[src/rtl/gcd_stream.sv]
// gcd_stream: streaming binary (Stein) GCD engine with a generic operand width.
//
// Operands enter through a valid/ready handshake and are reduced by the Stein
// algorithm. The result and an iteration count are held under a valid/ready
// output handshake that tolerates backpressure.
//
// Ports:
//   clk_i        rising-edge clock
//   rst_ni       asynchronous active-low reset
//   in_valid_i   a_i/b_i carry valid operands
//   in_ready_o   engine is idle and will capture operands on this edge
//   a_i, b_i     unsigned operands, WIDTH bits
//   out_valid_o  result_o/cycles_o are valid (held until out_ready_i)
//   out_ready_i  consumer accepts the result
//   result_o     gcd(a, b), WIDTH bits
//   cycles_o     compute cycles spent on this result, saturating, CYC_W bits
//   busy_o       a computation is in progress
module gcd_stream #(
  parameter int WIDTH = 32,
  parameter int CYC_W = 16
) (
  input  logic             clk_i,
  input  logic             rst_ni,
  input  logic             in_valid_i,
  output logic             in_ready_o,
  input  logic [WIDTH-1:0] a_i,
  input  logic [WIDTH-1:0] b_i,
  output logic             out_valid_o,
  input  logic             out_ready_i,
  output logic [WIDTH-1:0] result_o,
  output logic [CYC_W-1:0] cycles_o,
  output logic             busy_o
);

  // Common power-of-two exponent never exceeds WIDTH-1 for non-zero operands.
  localparam int K_W = $clog2(WIDTH);

  typedef enum logic [2:0] {
    IDLE,
    CHK,
    FACTOR2,
    STRIP_A,
    STRIP_B,
    CMP,
    SUB,
    HOLD
  } state_e;

  state_e           state_q, state_d;
  logic [WIDTH-1:0] a_q, a_d;
  logic [WIDTH-1:0] b_q, b_d;
  logic [K_W-1:0]   k_q, k_d;
  logic [CYC_W-1:0] cnt_q, cnt_d;
  logic [WIDTH-1:0] result_q, result_d;
  logic [CYC_W-1:0] cycles_q, cycles_d;

  // Saturating next value of the cycle counter; used on every compute edge.
  logic [CYC_W-1:0] cnt_inc;
  logic [WIDTH-1:0] diff;

  assign cnt_inc = (&cnt_q) ? cnt_q : cnt_q + CYC_W'(1);
  assign diff    = b_q - a_q;

  always_comb begin
    state_d  = state_q;
    a_d      = a_q;
    b_d      = b_q;
    k_d      = k_q;
    cnt_d    = cnt_q;
    result_d = result_q;
    cycles_d = cycles_q;

    unique case (state_q)
      IDLE: begin
        if (in_valid_i) begin
          a_d     = a_i;
          b_d     = b_i;
          k_d     = '0;
          cnt_d   = '0;
          state_d = CHK;
        end
      end

      CHK: begin
        cnt_d = cnt_inc;
        if (a_q == '0 || b_q == '0) begin
          // gcd(x,0) = x, and gcd(0,0) is defined as 0.
          result_d = a_q | b_q;
          cycles_d = cnt_inc;
          state_d  = HOLD;
        end else begin
          state_d = FACTOR2;
        end
      end

      FACTOR2: begin
        cnt_d = cnt_inc;
        if (!a_q[0] && !b_q[0]) begin
          a_d = a_q >> 1;
          b_d = b_q >> 1;
          k_d = k_q + K_W'(1);
        end else begin
          state_d = STRIP_A;
        end
      end

      STRIP_A: begin
        cnt_d = cnt_inc;
        if (!a_q[0]) begin
          a_d = a_q >> 1;
        end else begin
          state_d = STRIP_B;
        end
      end

      STRIP_B: begin
        cnt_d = cnt_inc;
        if (!b_q[0]) begin
          b_d = b_q >> 1;
        end else begin
          state_d = CMP;
        end
      end

      CMP: begin
        cnt_d = cnt_inc;
        if (a_q > b_q) begin
          a_d = b_q;
          b_d = a_q;
        end
        state_d = SUB;
      end

      SUB: begin
        // a <= b is guaranteed by CMP, so the difference cannot underflow.
        cnt_d = cnt_inc;
        b_d   = diff;
        if (diff == '0) begin
          result_d = a_q << k_q;
          cycles_d = cnt_inc;
          state_d  = HOLD;
        end else begin
          state_d = STRIP_B;
        end
      end

      HOLD: begin
        if (out_ready_i) begin
          state_d = IDLE;
        end
      end

      default: begin
        state_d = IDLE;
      end
    endcase
  end

  always_ff @(posedge clk_i or negedge rst_ni) begin
    if (!rst_ni) begin
      state_q  <= IDLE;
      a_q      <= '0;
      b_q      <= '0;
      k_q      <= '0;
      cnt_q    <= '0;
      result_q <= '0;
      cycles_q <= '0;
    end else begin
      state_q  <= state_d;
      a_q      <= a_d;
      b_q      <= b_d;
      k_q      <= k_d;
      cnt_q    <= cnt_d;
      result_q <= result_d;
      cycles_q <= cycles_d;
    end
  end

  assign in_ready_o  = (state_q == IDLE);
  assign out_valid_o = (state_q == HOLD);
  assign busy_o      = (state_q != IDLE) && (state_q != HOLD);
  assign result_o    = result_q;
  assign cycles_o    = cycles_q;

endmodule

[config.mk]
export PLATFORM = sky130hd
export DESIGN_NAME = gcd_stream
export DESIGN_NICKNAME = d
export VERILOG_FILES = /design/src/rtl/gcd_stream.sv
export SDC_FILE = /design/constraint.sdc
export NUM_CORES = 1
export LEC_CHECK = 0
export ABC_AREA = 0
export CELL_PAD_IN_SITES_DETAIL_PLACEMENT = 1
export CELL_PAD_IN_SITES_GLOBAL_PLACEMENT = 1
export CORE_MARGIN = 1
export CORE_UTILIZATION = 35
export DETAILED_ROUTE_END_ITERATION = 7
export MAX_ROUTING_LAYER = met4
export PLACE_DENSITY = 0.68
export SLEW_MARGIN = 30
export SYNTH_ARGS = -nofsm -noshare
export SYNTH_HDL_FRONTEND = slang
export SYNTH_SLANG_ARGS = --single-unit
[constraint.sdc]
create_clock -name clk_i -period 5 [get_ports clk_i]
set_input_delay 1 -clock clk_i [delete_from_list [all_inputs] [get_ports clk_i]]
set_output_delay 1 -clock clk_i [all_outputs]
set_load 0.03 [all_outputs]
==> results by group <==
Drt
  – Drt wl/cell: 25.7 um
  – DR DRC count: 0
  – First-pass DRT Iterations: 7
  – DR WL met2: approximately 21,000 um
  – Vias/cell: 6.13
  – Via count of the routed design: 11,216
  – Top sig layer: met4
  – Routed wl met3: 2860 um
  – Wire length on met1: 21,200 um
  – Antenna-violating nets left: 0
  – Drt initial violations: between 900 and 1,000
  – WL final: approximately 47,000 um

Clock network
  – Skew-Pair Late Insertion Delay: roughly 0.46 ns
  – CTS Buf Count: 17
  – Post_cts resized: 0
  – Max Buffers Root-to-Sink: 2
  – CTS sink cnt: about 140
  – CTS tree: built
  – CTS H-tree lvls: 4
  – Root buf cell: clkbuf_16
  – Hold Buf Count CTS: 0
  – Clock Pin Slew Worst Setup and Hold Paths: 0.07 ns
  – Postcts setup bufs: 0

STA
  – Worst hold slack: 0.499 ns
  – Setup violators final: 0
  – TNS Setup: 0 ns
  – Max_slew headroom: 0.395
  – Post-Route Skew: approximately 0.016 ns
  – Slew Viols, Final: 0
  – RSZ-0062 raised after global routing: false
  – Crit share post-route: 0.937
  – Slew of the pin with the lowest slew margin: roughly 0.91 ns
  – Final Critical Period: 4.68 ns
  – Fmax: 0.214 GHz
  – Endpoints failing hold: 0

Synthesis
  – Post-synth ARST share: 1.00
  – Largest area contributor in the netlist: dfrtp_1
  – Syn_nets: about 1,500
  – Number of synthesized flops with an enable pin: 0
  – Synth Area per Inst: 8.56 um^2
  – Netlist Area Pre-Place: 11,400 um^2
  – Main area contributors after synthesis: dfrtp_1, ha_1, mux2i_1
  – Synth top area share: 0.300
  – Syn. warnings: 0
  – Mapped Cells: 1,326
  – Post-synth top flop: dfrtp_1
  – Post-synthesis register bit count: 136
  – Sequential share of the synthesized area: 0.300
  – Yosys cell types: 72

Flow run
  – Max cap viols: 0

Placement
  – Post-DP HPWL: roughly 35,000 um
  – Placed Area: 13,000 um^2
  – PortBufs: 118
  – Final GP Congestion: just under 1
  – Placed Cells incl. Taps: around 1,800

Cells and area
  – Most frequent cells in the layout: dfrtp_1, nand2_1, o21ai_0, clkdlybuf4s50_1, inv_1
  – Area Growth Syn to Fin: 20.4%
  – Fin cells: 1,829
  – Post-route cell area: about 14,000 um^2
  – Fill cells: 3,660
  – Layout cells sized above 1: 0.116
  – Most common cell after layout, fill and taps aside: dfrtp_1
  – Nets: 1,547

Pwr
  – Clk pwr share: 0.525
  – Switching pwr: 0.000644 W
  – Sw Share: 0.258
  – Comb power frac: 0.034
  – Lkg Pwr: 5.78 nW
  – Part of the power in registers: 0.441
  – PwrDens: 183 nW/um^2
  – Power Internal: 0.00185 W
  – Max VDD drop: 255 uV

Floorplanning
  – # IOs: 119
  – CORE AREA: 31,700 um^2
  – Initial Utilization: 0.358
  – Row Count: 65
  – Die Y: 182 um
  – Die footprint: 33,200 um^2
  – Die X: roughly 180 um

Global routing
  – Grt total ovfl: 0
  – First-pass GRT wire length: between 70,000 and 80,000 um
  – Vias in the first global route: 11,505
  – Antenna violations before repair: 2
  – Largest net degree at the start of global routing: slightly below 70
  – Overall routing resource usage: 0.296

Critical path
  – Startpoint types: register
  – Reg2Reg Depth: 13
  – CP Data Arrival Time: 5.02 ns
  – CP max FO: 48
  – CP required: 5.34 ns
  – Worst Path Class, Setup: register to register
  – Setup crit end kind: register

Run status
  – Status: completed

Min path
  – Worst hold path cell count: 1
  – Hold WC Path Type: register to register
metrics by stage:
step	util	worst slack, ns	power, W
2_1_floorplan	-	1.26	0.00112
3_3_place_gp	0.411	0.488	0.00121
3_5_place_dp	0.411	0.408	0.00121
4_1_cts	0.430	0.332	0.00252
5_1_grt	0.431	0.0408	0.00255
6_report	0.431	0.317	0.00249
cell type report:
class | count | area (um^2) | share of cell area
Antenna cell | 2 | 5.00 | 0.000366
Clock buffer | 17 | 425 | 0.0311
Clock inverter | 15 | 159 | 0.0116
Inverter | 108 | 405 | 0.0297
Multi-Input combinational cell | 983 | 7190 | 0.526
Sequential cell | 136 | 3410 | 0.249
Tap cell | 402 | 503 | 0.0368
Timing Repair Buffer | 166 | 1580 | 0.115
synthesized netlist by cell type (11+ instances only):
library cell	number
a222oi_1	35
a221oi_1	31
a211oi_1	23
nor2_1	81
nand3_1	25
mux2_1	11
and3_1	13
inv_1	105
xnor2_1	35
xor2_1	12
nor4_1	25
clkbuf_1	81
a21oi_1	80
mux2_2	40
dfrtp_1	136
mux4_2	16
o22ai_1	19
nor3_1	15
mux2i_1	66
o31ai_1	14
o21ai_0	119
ha_1	66
nand2_1	122
nand4_1	14
power groups by stage:
stage	Clock (W)	Sequential, W	Combinational, W
finish	0.00131	0.00110	0.0000855
floorplan	0	0.00112	0.000000355
CTS	0.00133	0.00110	0.0000873
global route	0.00136	0.00110	0.0000918
global placement	0	0.00112	0.0000869
detailed placement	0	0.00112	0.0000862
metal layers:
metal	global-route usage	up-vias
li1	-	5069
met3	0.0483	66
met1	0.393	5680
met5	-	-
met4	0.138	0
met2	0.439	401
critical path, cell delays in order, from the launching register on:
cell and delay, ns:
dfrtp_1 0.54, ha_1 0.35, fa_1 0.43, o21bai_1 0.25, nand3b_1 0.11, o211ai_1 0.33
a22oi_1 0.22, a21oi_1 0.41, a311oi_1 0.26, xnor2_1 0.30, nand3_1 0.17, o41ai_4 0.45
buf_12 0.31, mux2_2 0.37
logic make-up after synthesis:
family / Yosys count / share of synthesized area
adders and majority gates: 67 / 0.0745
and+or+nand+nor: 336 / 0.138
DFF: 136 / 0.300
xor gates and xnor gates: 47 / 0.0363
AOI/OAI and AO/OA: 400 / 0.239
muxes: 133 / 0.141
buffers and inverters: 207 / 0.0715
worst paths after layout:
path | from | endpoint | slack [ns]
max | a_q[0] | cycles_o[13] | 0.32
min | result_o[22] | result_o[22] | 0.50
max reg2reg | a_q[0] | cycles_o[13] | 0.32
min reg2reg | result_o[22] | result_o[22] | 0.50
max in group asynchronous | rst_ni | state_q[0] | 3.44
min in group asynchronous | rst_ni | a_q[18] | 0.52
flip-flops by register name, indices dropped and copies added (netlist names):
register	flops
cnt_q	16
result_o	32
state_q	3
a_q	32
b_q	32
k_q	5
cycles_o	16
(Power assumes the default switching activity.)
